## config.mk

```make
export PLATFORM = sky130hd
export DESIGN_NAME = c2c_master01
export DESIGN_NICKNAME = d
export VERILOG_FILES = /design/src/rtl/c2c_master01.sv
export SDC_FILE = /design/constraint.sdc
export NUM_CORES = 1
export LEC_CHECK = 0
export CAP_MARGIN = 20
export CORE_UTILIZATION = 49
export CTS_CLUSTER_DIAMETER = 150
export DETAILED_ROUTE_END_ITERATION = 10
export GPL_TIMING_DRIVEN = 0
export PLACE_DENSITY = 0.76
export SYNTH_ARGS = -nofsm -noshare
export SYNTH_HDL_FRONTEND = slang
export SYNTH_SLANG_ARGS = --single-unit
```

## constraint.sdc

```tcl
create_clock -name clk -period 3.9 [get_ports clk]
set_clock_uncertainty 0.15 [all_clocks]
set_input_delay 0.78 -clock clk [delete_from_list [all_inputs] [get_ports clk]]
set_output_delay 0.78 -clock clk [all_outputs]
set_load 0.03 [all_outputs]
```

## src/rtl/c2c_master01.sv

```systemverilog
// Serial chip-to-chip bus master: one command/address/data frame per request,
// single-lane or quad-lane, SPI mode 0 clocking derived from the system clock.
module c2c_master01 #(
    parameter int CLK_DIV      = 2,
    parameter int DUMMY_CYCLES = 32
) (
    input  logic        clk,
    input  logic        rstp,
    input  logic        req_valid,
    output logic        req_ready,
    input  logic        req_write,
    input  logic [31:0] req_addr,
    input  logic [31:0] req_wdata,
    input  logic        quad_mode,
    output logic        resp_valid,
    output logic [31:0] resp_rdata,
    output logic        c2cm_clk,
    output logic        c2cm_csn,
    output logic [3:0]  c2cm_dq_o,
    output logic [3:0]  c2cm_dq_oe,
    input  logic [3:0]  c2cm_dq_i
);

    localparam int DIV_W     = (CLK_DIV > 1) ? $clog2(CLK_DIV) : 1;
    localparam int MAX_BEATS = (DUMMY_CYCLES > 32) ? DUMMY_CYCLES : 32;
    localparam int BEAT_W    = $clog2(MAX_BEATS + 1);

    localparam logic [7:0] CMD_WRITE = 8'h02;
    localparam logic [7:0] CMD_READ  = 8'h0B;

    typedef enum logic [2:0] {
        IDLE,
        CMD,
        ADDR,
        WDATA,
        DUMMY,
        RDATA,
        GAP
    } state_t;

    state_t state, state_next;

    logic [DIV_W-1:0]  div_cnt;
    logic              half;
    logic [BEAT_W-1:0] beat_cnt;
    logic [BEAT_W-1:0] beats;

    logic        wr_q;
    logic        quad_q;
    logic [31:0] addr_q;
    logic [31:0] wdata_q;
    logic [31:0] tx_sh;
    logic [31:0] rx_sh;

    logic accept;
    logic active;
    logic div_end;
    logic rise;
    logic beat_end;
    logic last_beat;
    logic frame_end;

    // Beats in the current phase; GAP is timed as one clock-less beat.
    always_comb begin
        case (state)
            CMD:                beats = quad_q ? BEAT_W'(2) : BEAT_W'(8);
            ADDR, WDATA, RDATA: beats = quad_q ? BEAT_W'(8) : BEAT_W'(32);
            DUMMY:              beats = BEAT_W'(DUMMY_CYCLES);
            default:            beats = BEAT_W'(1);
        endcase
    end

    assign accept    = req_valid && req_ready;
    assign active    = (state == CMD) || (state == ADDR) || (state == WDATA) ||
                       (state == DUMMY) || (state == RDATA);
    assign div_end   = (div_cnt == DIV_W'(CLK_DIV - 1));
    assign rise      = active && !half && div_end;
    assign beat_end  = (state != IDLE) && half && div_end;
    assign last_beat = (beat_cnt == beats - BEAT_W'(1));
    assign frame_end = beat_end && last_beat && ((state == WDATA) || (state == RDATA));

    always_ff @(posedge clk or posedge rstp) begin
        if (rstp) begin
            state <= IDLE;
        end else begin
            state <= state_next;
        end
    end

    always_comb begin
        state_next = state;
        req_ready  = 1'b0;
        c2cm_dq_oe = 4'b0000;
        c2cm_dq_o  = 4'b0000;
        case (state)
            IDLE: begin
                req_ready = !rstp;
                if (req_valid && !rstp) begin
                    state_next = CMD;
                end
            end
            CMD: begin
                if (beat_end && last_beat) begin
                    state_next = ADDR;
                end
            end
            ADDR: begin
                if (beat_end && last_beat) begin
                    if (wr_q) begin
                        state_next = WDATA;
                    end else if (DUMMY_CYCLES > 0) begin
                        state_next = DUMMY;
                    end else begin
                        state_next = RDATA;
                    end
                end
            end
            WDATA, RDATA: begin
                if (beat_end && last_beat) begin
                    state_next = GAP;
                end
            end
            DUMMY: begin
                if (beat_end && last_beat) begin
                    state_next = RDATA;
                end
            end
            GAP: begin
                if (beat_end) begin
                    state_next = IDLE;
                end
            end
            default: state_next = IDLE;
        endcase

        // Master owns the lanes only while shifting out command, address or write data.
        if ((state == CMD) || (state == ADDR) || (state == WDATA)) begin
            c2cm_dq_oe = quad_q ? 4'b1111 : 4'b0001;
            c2cm_dq_o  = quad_q ? tx_sh[31:28] : {3'b000, tx_sh[31]};
        end
    end

    always_ff @(posedge clk or posedge rstp) begin
        if (rstp) begin
            div_cnt    <= '0;
            half       <= 1'b0;
            beat_cnt   <= '0;
            c2cm_clk   <= 1'b0;
            c2cm_csn   <= 1'b1;
            resp_valid <= 1'b0;
            resp_rdata <= '0;
        end else begin
            resp_valid <= 1'b0;
            if (accept) begin
                div_cnt  <= '0;
                half     <= 1'b0;
                beat_cnt <= '0;
                c2cm_clk <= 1'b0;
                c2cm_csn <= 1'b0;
            end else if (state != IDLE) begin
                if (div_end) begin
                    div_cnt <= '0;
                    half    <= !half;
                end else begin
                    div_cnt <= div_cnt + DIV_W'(1);
                end
                if (rise) begin
                    c2cm_clk <= 1'b1;
                end else if (beat_end) begin
                    c2cm_clk <= 1'b0;
                end
                if (beat_end) begin
                    beat_cnt <= last_beat ? '0 : beat_cnt + BEAT_W'(1);
                end
                if (frame_end) begin
                    c2cm_csn   <= 1'b1;
                    resp_valid <= 1'b1;
                    resp_rdata <= wr_q ? 32'h0 : rx_sh;
                end
            end
        end
    end

    // Request fields and shift registers: only meaningful inside a frame.
    always_ff @(posedge clk) begin
        if (accept) begin
            wr_q    <= req_write;
            quad_q  <= quad_mode;
            addr_q  <= req_addr;
            wdata_q <= req_wdata;
            tx_sh   <= {(req_write ? CMD_WRITE : CMD_READ), 24'h000000};
            rx_sh   <= '0;
        end else begin
            if (rise && (state == RDATA)) begin
                rx_sh <= quad_q ? {rx_sh[27:0], c2cm_dq_i} : {rx_sh[30:0], c2cm_dq_i[1]};
            end
            if (beat_end && active) begin
                if (last_beat) begin
                    if (state == CMD) begin
                        tx_sh <= addr_q;
                    end else if (state == ADDR) begin
                        tx_sh <= wdata_q;
                    end
                end else begin
                    tx_sh <= quad_q ? {tx_sh[27:0], 4'h0} : {tx_sh[30:0], 1'b0};
                end
            end
        end
    end

endmodule

```

Word level (Yosys, flattened, before mapping). Index checks and enable logic that the tools add are counted.

Bits in registers: 176. Input bits: 73. Output and inout bits: 44. Logic and storage cells: 114.

Bitwise operators: 1. Reductions and logical operators: 35. Eq/ne operators: 15. Add/subtract/negate cells: 3. Multiplexer cells: 45.

Operators with widths (number): $mux W32 (8); $mux W6 (5); $mux W4 (6); $mux W3 (7); $pmux W3 S6 (1); $pmux W6 S3 (1); $mux W1 (17); $reduce_and A2 Y1 (6); $logic_and A1 B1 Y1 (10); $ne A2 B2 Y1 const B (5); $reduce_bool A2 Y1 (5); $eq A3 B3 Y1 const B (3); $add A6 B1 Y6 const B (1); $eq A3 B2 Y1 const B (2); $eq A6 B6 Y1 (1); $reduce_and A6 Y1 (1); $reduce_bool A3 Y1 (2); $sub A6 B1 Y6 const B (1); $logic_or A1 B1 Y1 (5); $ne A4 B2 Y1 const B (1); $eq A3 B1 Y1 const B (1); $logic_not A3 Y1 (1); $ne A3 B1 Y1 const B (1); $reduce_and A3 Y1 (1); 6 further kinds (7).

Longest topological paths before layout. Gate-level depths: netlist (run 1).

Depth after elaboration: 10. Depth in mapped cells: 14. Mapped depth without buffers: 11.

Worst setup path after synthesis (run 1). OpenSTA, ideal clock, no wires.

Path kind: reg-to-reg. From: register state[2]. To: register addr_q[0] (enable). Stages on the path, launching flop included: 9. Slack: -0.898 ns. Period minus slack after synthesis: 4.798 ns. Buffers on the path: 4. Data arrival time: 4.192 ns. Data required time: 3.294 ns. Library setup time: 0.456 ns. Cell sequence: dfrtp_1 -> buf_2 -> or3_1 -> clkbuf_1 -> nor2_1 -> nand2_1 -> inv_1 -> clkbuf_1 -> clkbuf_1.

Word-level cells in the longest chain between the ends: 3.

Ends and longest elaborated chain: from (decl) (line 41) `state_t state, state_next;`; from (signal assigned) (line 86) `state <= state_next;`; $logic_not A3 Y1 (line 95) `case (state)`; $mux W1 (line 95); via req_ready (line 10) `output logic req_ready,`; $logic_and A1 B1 Y1 (line 73) `assign accept = req_valid && req_ready;`; via accept (line 55) `logic accept;`; to (signal assigned) (line 189) `addr_q <= req_addr;`; to (decl) (line 50) `logic [31:0] addr_q;`.

The timed path passes the listed nets, and every way through them passes these cells. A chain may end at the register's enable or synchronous reset.

Final worst setup path (run 1).
From: register state[1]. To: register tx_sh[25] (enable).

Word-level cells in the longest chain between the ends: 8. Elaborated cells between the ends (all ways): 23. Those cells by class: add/sub: 1; eq/ne: 7; mux: 2; reduce/logical: 13.

Ends and longest elaborated chain: parallel branches: the longest is 7 deep, another holds $sub A6 B1 Y6; $reduce_and A2 Y1 (no source line) *; to (signal assigned) (line 200) `tx_sh <= addr_q;`; to (signal assigned) (line 202) `tx_sh <= wdata_q;`; to (signal assigned) (line 205) `tx_sh <= quad_q ? {tx_sh[27:0], 4'h0} : {tx_sh[30:0], 1'b0};`; to (decl) (line 52) `logic [31:0] tx_sh;`.

Every way passes the cells marked *.

==> results of run 1 <==
[layout by cell type, fill, tap and decap left out, types with 6 or more instances in the layout]
cell	count
clkbuf_1	30
dfxtp_1	56
o21ai_0	10
clkdlybuf4s50_1	116
nor2b_1	37
a211oi_1	38
mux2_2	64
nand2_1	39
dfrtp_1	45
o22ai_1	6
mux2i_1	112
a21oi_1	7
buf_4	10
clkbuf_16	18
buf_2	7
nor2_1	52
edfxtp_1	74
[logic make-up (layout without fill, tap and decap cells)]
kind of cell	count (synthesis)	in the layout	share of synthesized area
adders and majority gates	3	3	0.004706
and+or+nand+nor	158	158	0.09804
buffers and inverters	53	208	0.03074
xor gates and xnor gates	4	4	0.004393
muxes	176	176	0.2309
DFF	176	176	0.5636
AOI/OAI and AO/OA	75	75	0.06761
[repair_timing]
action / in CTS / in global routing
buffers inserted: 2 / 4
endpoints found under the setup margin: 61 / 10
pin swaps: 1 / 1
resized for setup: 2 / 1
[through the flow]
| stage | setup slack (ps) | setup TNS (ps) | instance area [um^2] | utilization | hold WS (ps) |
|---|---|---|---|---|---|
| floorplan | 164.6 | 0 | 7978 | - | 296.1 |
| detailed placement | -319.5 | -11130 | 9452 | 0.5950 | 328.5 |
| CTS | 55.84 | 0 | 10070 | 0.6338 | 339.6 |
| global placement | -291.9 | -29920 | 9409 | 0.5923 | 315.7 |
| finish | 324.4 | 0 | 10100 | 0.6358 | 341.2 |
| global route | 117.6 | 0 | 10100 | 0.6358 | 360.2 |
[critical path: stages, from the launching register on]
cell      delay, ps
dfrtp_1         420
ha_1            390
nand3_1         110
o21ai_0          70
nor2b_1         140
a41oi_1         190
ha_1            270
xnor2_1         160
a211oi_4        320
nand4_1         240
o211ai_4        280
buf_4           250
nand2_1         250
[sequential cells by signal, summed over array words and instances (netlist names)]
signal	flops
wr_q	1
addr_q	32
resp_valid	1
state	3
c2cm_csn	1
beat_cnt	6
half	1
wdata_q	32
quad_q	1
div_cnt	1
c2cm_clk	1
tx_sh	32
resp_rdata	32
rx_sh	32
[final timing paths]
kind,startpoint,end,slack [ps],depth (start not counted)
min in group asynchronous,rstp,resp_rdata[3],460,2
min,tx_sh[15],tx_sh[15],340,2
max reg2reg,state[1],tx_sh[25],320,12
max,state[1],tx_sh[25],320,12
max in group asynchronous,rstp,c2cm_csn,2620,3
min reg2reg,tx_sh[15],tx_sh[15],340,2
[final cells by class]
type	count	area, um^2
plain buffers	47	229.0
clock buffers	23	490.5
clock inverters	9	105.1
fillers	1255	5786
inverters	5	18.77
multi-input cells	416	3244
flip-flops and latches	176	4496
well taps	216	270.3
repair buffers	124	1246
[power groups by stage]
stage | sequential [mW] | clock [mW] | combinational, mW
after global routing | 2.85 | 1.80 | 2.69
after detailed placement | 2.83 | 0 | 2.44
after global placement | 2.81 | 0 | 2.34
after floorplan | 2.82 | 0 | 1.68
final | 2.81 | 1.71 | 2.47
after CTS | 2.80 | 1.73 | 2.47
[layer usage]
metal  vias up  routed length [um]  global-route usage  share of wire
met1      2675                7277              0.2520           0.42
met5         -                   0                   0              0
li1       2620                   -                   -              -
met4         0                 475              0.1060          0.028
met2       159                8890              0.3750           0.52
met3        36                 570             0.03799          0.033
==> metrics.md, run 1 <==
| Metric | Value |
|---|---|
| Clk slew on worst S/H paths | `about 60 ps` |
| Placed cells | `979` |
| Wirelength per Cell | `between 15 and 20 um` |
| Comb pwr share | `0.354` |
| CTS sink cnt | `176` |
| Max-cap violations | `0` |
| Ys async rst share | `0.2614` |
| Fin crit share | `0.9168` |
| Power Dens Cells | `around 690 nW/um^2` |
| Hpwl dp | `roughly 12000 um` |
| Largest net degree at the start of global routing | `47` |
| Synthesized Nets | `slightly above 700` |
| Share of layout cells above drive strength 1 | `0.1613` |
| CP required | `between 3000 and 4000 ps` |
| Setup violations, final | `0` |
| Final hold vios | `0` |
| Seq cells post-synth | `between 150 and 200` |
| Clock root cell | `clkbuf_16` |
| DRT Pass-1 Iters | `5` |
| Starting Density | `0.5021` |
| Top cell type by total area after synthesis | `edfxtp_1` |
| GRT Total Usage | `0.2136` |
| H-tree depth | `4` |
| CP max FO | `10` |
| Worst VDD drop | `0.3238 mV` |
| Synth unique cells | `47` |
| Number of global-route vias before repair | `5620` |
| First-pass GRT wire length | `27480 um` |
| Power share of the sequential group | `0.402` |
| Count leader, synth | `mux2i_1` |
| Clk_lat worst skew | `~430 ps` |
| Die X | `around 130 um` |
| Total CTS buffers | `17` |
| DIE AREA | `16790 um^2` |
| Routed vias | `about 5500` |
| Final Power | `6.988 mW` |
| ANT nets after route | `0` |
| Area grow syn2layout | `26.62%` |
| Crit path launch type | `register` |
| Commonest cells in the netlist | `mux2i_1, edfxtp_1, mux2_2, dfxtp_1, nor2_1` |
| Top FF cell, synth | `edfxtp_1` |
| Mapped Avg Cell Area | `approximately 12 um^2` |
| Grt total ovfl | `0` |
| Mapped cell area | `7976 um^2` |
| Internal | `4.579 mW` |
| IO Pins | `117` |
| Max-slew headroom | `0.4546` |
| P_sw | `approximately 2.4 mW` |
| Iteration-0 DRC Markers | `approximately 280` |
| F_max | `approximately 0.28 GHz` |
| Ant diodes | `0` |
| CTS hold repair buffers | `0` |
| Clock Path Buffers | `2` |
| Net Sw Frac | `0.3448` |
| RSZ-0062 raised after global routing | `no` |
| Placer Congestion | `0.8291` |
| Core Area | `roughly 16000 um^2` |
| Vias per inst | `between 5 and 6` |
| Layout Cells excl Fill | `about 1000` |
| Ys Warns | `0` |
| Synth top area share | `0.2786` |
| Crit path time final | `3576 ps` |
| Crit path DAT | `between 3000 and 4000 ps` |
| PortBufs | `approximately 120` |
| Initial antenna violation count | `0` |
| Crit end category | `register` |
| Row cnt | `46` |
| DR DRC count | `0` |
| P_leak | `3.984 nW` |
| Worst-Margin Slew | `between 800 and 900 ps` |
| Mapped Cells | `between 600 and 700` |
| Largest cells by area after synthesis | `edfxtp_1, dfrtp_1, dfxtp_1` |
| Die span in y | `129.6 um` |
| Type of the most critical hold path | `reg -> reg` |
| TritonCTS clock tree | `done` |
| WL final | `17210 um` |
| Layout Nets | `around 860` |
| Clk pwr share | `0.245` |
| Post-synth EDFFs | `between 70 and 80` |
| Kind of critical path | `reg -> reg` |
| Register area share after synthesis | `0.5636` |
| Max-slew violations | `0` |
| Status | `finished clean` |
Note: power is estimated with default switching activity, not from simulation.
==> run 2: changes to the inputs <==
Settings changed: CTS_CLUSTER_DIAMETER 150 to 120.
==> results of run 2 <==
The final DEF is identical to that of run 1; final timing and power are the same.
==> RTL edit 1: new RTL, settings of run 2 <==
Register the input `quad_mode` before use, without a reset. The logic sees it one clock later. The other inputs are not delayed to match.
--- a/src/rtl/c2c_master01.sv
+++ b/src/rtl/c2c_master01.sv
@@ -37,6 +37,12 @@
         RDATA,
         GAP
     } state_t;
+
+    logic quad_mode_q;
+
+    always_ff @(posedge clk) begin
+        quad_mode_q <= quad_mode;
+    end
 
     state_t state, state_next;
 
@@ -185,7 +191,7 @@
     always_ff @(posedge clk) begin
         if (accept) begin
             wr_q    <= req_write;
-            quad_q  <= quad_mode;
+            quad_q  <= quad_mode_q;
             addr_q  <= req_addr;
             wdata_q <= req_wdata;
             tx_sh   <= {(req_write ? CMD_WRITE : CMD_READ), 24'h000000};
Check against the original RTL: not equivalent (a bounded check fails within 4 cycles, from zero or initial values and one cycle with rstp high).
==> RTL edit 1 against run 2 <==
Area after synthesis grew 0.25%. Sequential cell count up 1. Worst setup slack improved by 17 ps. Routed wire length fell by 3.5%. Power fell by 2.8%. Core utilization decreased by 0.16 points. Count of clock-buffer cells in the layout fell by 3. Final area decreased by 0.25%.
==> RTL edit 1: results (changes against run 2) <==
- Vias in the first global route: 5,542 (-1.4%)
- Placer Congestion: 0.7959 (-4.0%)
- Relative slew slack: 44.26% (-1.2 points)
- Post-synth ARST share: 25.99% (-0.15 points)
- Total wire length: 16,610 µm (-3.5%)
- Buffers on Ports: 116 (unchanged)
- CP Max Fanout: 40 (+30)
- Gr usage total: 21.30% (-0.066 points)
- Top post-synthesis cells by area: edfxtp_1, dfxtp_1, dfrtp_1
- CP max stage cell: clkbuf_4
- Commonest cells in the netlist: mux2i_1, edfxtp_1, mux2_2, dfxtp_1, nor2_1
- Filler cell count: 1,273 (+1.4%)
- Outcome: complete, no violations
- First-pass GRT wire length: 27,420 µm (-0.23%)
- Dpl cell area: 9472 µm² (+0.21%)
- Synthesized area per cell: 12.38 µm² (about the same)
- Initial DRC count: 227 (-20%)
- Clock Latency Late Sink: 430 ps (about the same)
- TritonRoute pass-1 iters: 4 (-1)
- Yosys cell types: 47 (unchanged)
- Non-Filler Instances: 1,018 (+0.20%)
- Sum of net half-perimeters after detailed placement: 12,250 µm (+0.18%)
- Switch Pwr: 2.377 mW (-1.3%)
- Placement Setup Slack: -407.2 ps (-87.61 ps)
- Maximum vdd drop: 0.4210 mV (+30%)
- Max incr delay on CP: 580 ps (+160 ps)
- Via density: 5.331 (-1.3%)
- Syn Nets: 722 (+0.14%)
- Largest net degree at the start of global routing: 41 (-13%)
- Placed insts: 980 (+0.10%)
- Static Leak: 3.973 nW (-0.27%)
- Fin nets: 865 (+0.23%)
- Fraction of layout cells with a size suffix above 1: 16.46% (+0.33 points)
- Register area share after synthesis: 56.47% (+0.11 points)
- CTS H-tree lvls: 4 (unchanged)
[RTL edit 1: cell types whose count changed in the layout (fill, tap and decap cells not counted)]
cell,before,now
clkinv_4,0,4
clkbuf_1,30,28
buf_4,10,11
dfxtp_1,56,57
clkbuf_16,18,17
bufinv_16,2,0
clkinv_2,3,4
[RTL edit 1: through the flow]
stage | setup TNS [ps] | hold WS [ps]
after CTS | 0 | 257.8
after floorplan | 0 | 235.5
after detailed placement | -16360 | 242.9
final | 0 | 256.8
after global routing | 0 | 275.4
after global placement | -31790 | 245.0
[RTL edit 1: logic make-up after synthesis]
kind of cell               Yosys count  share of synthesized area, %
buffers and inverters               53                         3.067
DFF                                177                         56.47
AOI/OAI and AO/OA                   75                         6.744
muxes                              176                         23.03
and+or+nand+nor                    158                         9.779
xor gates and xnor gates             4                        0.4382
adders and majority gates            3                        0.4695
[RTL edit 1: final cells by class]
cell class | count | area [µm²] | area share, %
inverter | 5 | 18.77 | 0.1863
tap | 216 | 270.3 | 2.683
buffer | 47 | 229.0 | 2.273
clock buffer | 20 | 457.9 | 4.545
sequential | 177 | 4516 | 44.82
timing repair buffer | 125 | 1254 | 12.44
clock inverter | 12 | 85.08 | 0.8445
multi-input combinational | 416 | 3244 | 32.20
[RTL edit 1: power by group through the flow]
stage	Combinational, mW	Sequential (mW)	Clock [mW]
floorplan	1.67	2.82	0
global placement	2.32	2.81	0
detailed placement	2.43	2.82	0
CTS	2.44	2.79	1.58
global route	2.68	2.85	1.66
finish	2.44	2.79	1.56
[RTL edit 1: per-layer routing]
layer,track usage (%),wire [µm],vias to the layer above
li1,-,-,2628
met1,25.44,6966,2621
met2,37.53,8613,151
met3,3.813,638,27
met4,9.576,386,0
met5,0,0,-
[RTL edit 1: final timing paths]
kind | start | to | slack [ps] | depth (start not counted)
worst max-delay path | state[2]$_DFFE_PP0P_ | addr_q[10]$_DFFE_PP_ | 340 | 9
worst min-delay path | quad_mode_q$_DFF_P_ | quad_q$_DFFE_PP_ | 260 | 0
min in group asynchronous | rstp | resp_rdata[2]$_DFFE_PP0P_ | 560 | 2
worst max register to register | state[2]$_DFFE_PP0P_ | addr_q[10]$_DFFE_PP_ | 340 | 9
max in group asynchronous | rstp | resp_rdata[19]$_DFFE_PP0P_ | 2540 | 3
worst min register to register | quad_mode_q$_DFF_P_ | quad_q$_DFFE_PP_ | 260 | 0
[RTL edit 1: repair_timing]
action                     in CTS  in global routing
setup endpoints to repair      68                 40
gates resized for setup         2                  1
setup buffers                   2                  5
pin swaps                       1                  1
gates cloned                    0                  0
[RTL edit 1: worst max-delay path: cells and delay by family, from the launching register on]
kind                   cells  cell delay (ps)
buffers and inverters      6             1850
flip-flops                 1              390
AND/OR/NAND/NOR            3              800
==> RTL edit 2: new RTL, settings of run 2 <==
Made on the original files. Change the parameter `CLK_DIV` from 2 to 1.
--- a/src/rtl/c2c_master01.sv
+++ b/src/rtl/c2c_master01.sv
@@ -1,7 +1,7 @@
 // Serial chip-to-chip bus master: one command/address/data frame per request,
 // single-lane or quad-lane, SPI mode 0 clocking derived from the system clock.
 module c2c_master01 #(
-    parameter int CLK_DIV      = 2,
+    parameter int CLK_DIV      = 1,
     parameter int DUMMY_CYCLES = 32
 ) (
     input  logic        clk,
Function: changed (a bounded check fails within 4 cycles, from zero or initial values and one cycle with rstp high).
==> RTL edit 2 against run 2 <==
Maximum frequency shrank 2.1%. Combinational power down 40%. Worst setup slack got worse by 76 ps. Area after synthesis down 2.6%. Count of clock-buffer cells in the layout down 3. First-iteration DRC count grew 31%. Final area fell by 3.0%. Sequential share of layout area up 1.1 points. Non-clock buffer count down 1. Sequential cell count decreased by 1. Routed wire length grew 0.84%. Power shrank 21%. Critical endpoint is now tx_sh[26]$_SDFFCE_PP0P_.
==> RTL edit 2: results (changes against run 2) <==
- Top post-synthesis cells by area: edfxtp_1, dfxtp_1, dfrtp_1
- Met3 usage: 4.215% (+0.42 points)
- RR Startpoint: state[1]$_DFFE_PP0P_
- Placed insts: 1,010 (+3.2%)
- Max incr delay on CP: 380 ps (-40 ps)
- Initial DRC count: 369 (+31%)
- Commonest cells in the netlist: nand2_1, edfxtp_1, mux2i_1, dfxtp_1
- Total wire length: 17,360 µm (+0.84%)
- M2 GR Usage: 39.35% (+1.9 points)
- Fraction of layout cells with a size suffix above 1: 7.461% (-8.7 points)
- CTS H-tree lvls: 4 (unchanged)
- Maximum vdd drop: 0.3621 mV (+12%)
- Sum of net half-perimeters after detailed placement: 12,440 µm (+1.7%)
- Syn Nets: 758 (+5.1%)
- Register area share after synthesis: 57.55% (+1.2 points)
- Outcome: complete, no violations
- Placer Congestion: 0.8640 (+4.2%)
- First-pass GRT wire length: 28,390 µm (+3.3%)
- Via density: 5.519 (+2.1%)
- Vias in the first global route: 5,792 (+3.1%)
- Hold path startpoint: resp_rdata[21]$_DFFE_PP0P_
- Gr usage total: 22.54% (+1.2 points)
- Synthesized area per cell: 11.39 µm² (-7.9%)
- Routed length per instance: 16.66 µm (-1.7%)
- Largest net degree at the start of global routing: 76 (+62%)
- Met1 usage: 26.84% (+1.6 points)
- Yosys cell types: 50 (+6.4%)
- Initial antenna violation count: 0 (unchanged)
- Relative slew slack: 38.81% (-6.6 points)
## RTL edit 2: routing by layer
metal | share of wire (%) | up-vias
met2 | 52 | 186
met5 | 0 | -
met4 | 2.5 | 0
met3 | 4.1 | 30
li1 | - | 2755
met1 | 42 | 2780
## RTL edit 2: layout make-up
| cell class | instances | area, µm² | area share (%) |
|---|---|---|---|
| well taps | 211 | 264.0 | 2.696 |
| repair buffers | 117 | 1181 | 12.06 |
| clock inverters | 12 | 82.58 | 0.8432 |
| clock buffers | 20 | 478.0 | 4.881 |
| multi-input cells | 445 | 3028 | 30.92 |
| inverters | 9 | 33.78 | 0.3450 |
| flip-flops and latches | 175 | 4471 | 45.65 |
| plain buffers | 53 | 255.2 | 2.606 |
## RTL edit 2: path summary, 6_finish.rpt
check | slack [ps] | endpoint | cells after the start
hold reg to reg | 340 | resp_rdata[21]$_DFFE_PP0P_ | 1
setup reg to reg | 250 | tx_sh[26]$_SDFFCE_PP0P_ | 12
hold / removal | 340 | resp_rdata[21]$_DFFE_PP0P_ | 1
min in group asynchronous | 420 | state[2]$_DFFE_PP0P_ | 2
setup / recovery | 250 | tx_sh[26]$_SDFFCE_PP0P_ | 12
max in group asynchronous | 2680 | c2cm_csn$_DFFE_PP1P_ | 3
## RTL edit 2: logic make-up (layout without fill, tap and decap cells)
group,after synthesis,in the layout,synth area share (%)
AND/OR/NAND/NOR,219,219,13.64
buffers and inverters,62,211,3.640
adder cells (fa/ha/maj),3,3,0.4832
XOR/XNOR,4,4,0.4510
AO/OA/AOI/OAI,127,127,11.87
multiplexers,92,92,12.37
flip-flops,175,175,57.55
## RTL edit 2: stage by stage
| step | setup TNS (ps) | cell area, µm² | setup slack, ps | power (mW) |
|---|---|---|---|---|
| 5_1_grt | 0 | 9793 | 71.59 | 5.826 |
| 4_1_cts | 0 | 9786 | 204.6 | 5.545 |
| 3_5_place_dp | -10600 | 9218 | -300.4 | 3.949 |
| 3_3_place_gp | -41510 | 9201 | -430.2 | 3.892 |
| 2_1_floorplan | 0 | 7776 | 296.5 | 3.461 |
| 6_report | 0 | 9793 | 248.0 | 5.534 |
## RTL edit 2: critical path: cells and delay by family (launching register included)
family                   cells  cell delay [ps]
AO/OA/AOI/OAI                4             1040
buffers and inverters        4              870
AND/OR/NAND/NOR              2              490
flip-flops                   1              380
adder cells (fa/ha/maj)      1              280
XOR/XNOR                     1              130
## RTL edit 2: report_power, final
part           switching, mW  internal, mW  leakage (nW)
Clock                  0.704         0.886         0.278
Sequential             0.240          2.23          1.74
Combinational          0.865         0.608          1.93
Total                   1.81          3.72          3.95
## RTL edit 2: repair_timing
action / in CTS / in global routing
resized for setup: 3 / 1
pin swaps: 0 / 1
endpoints found under the setup margin: 77 / 8
setup buffers: 0 / 0
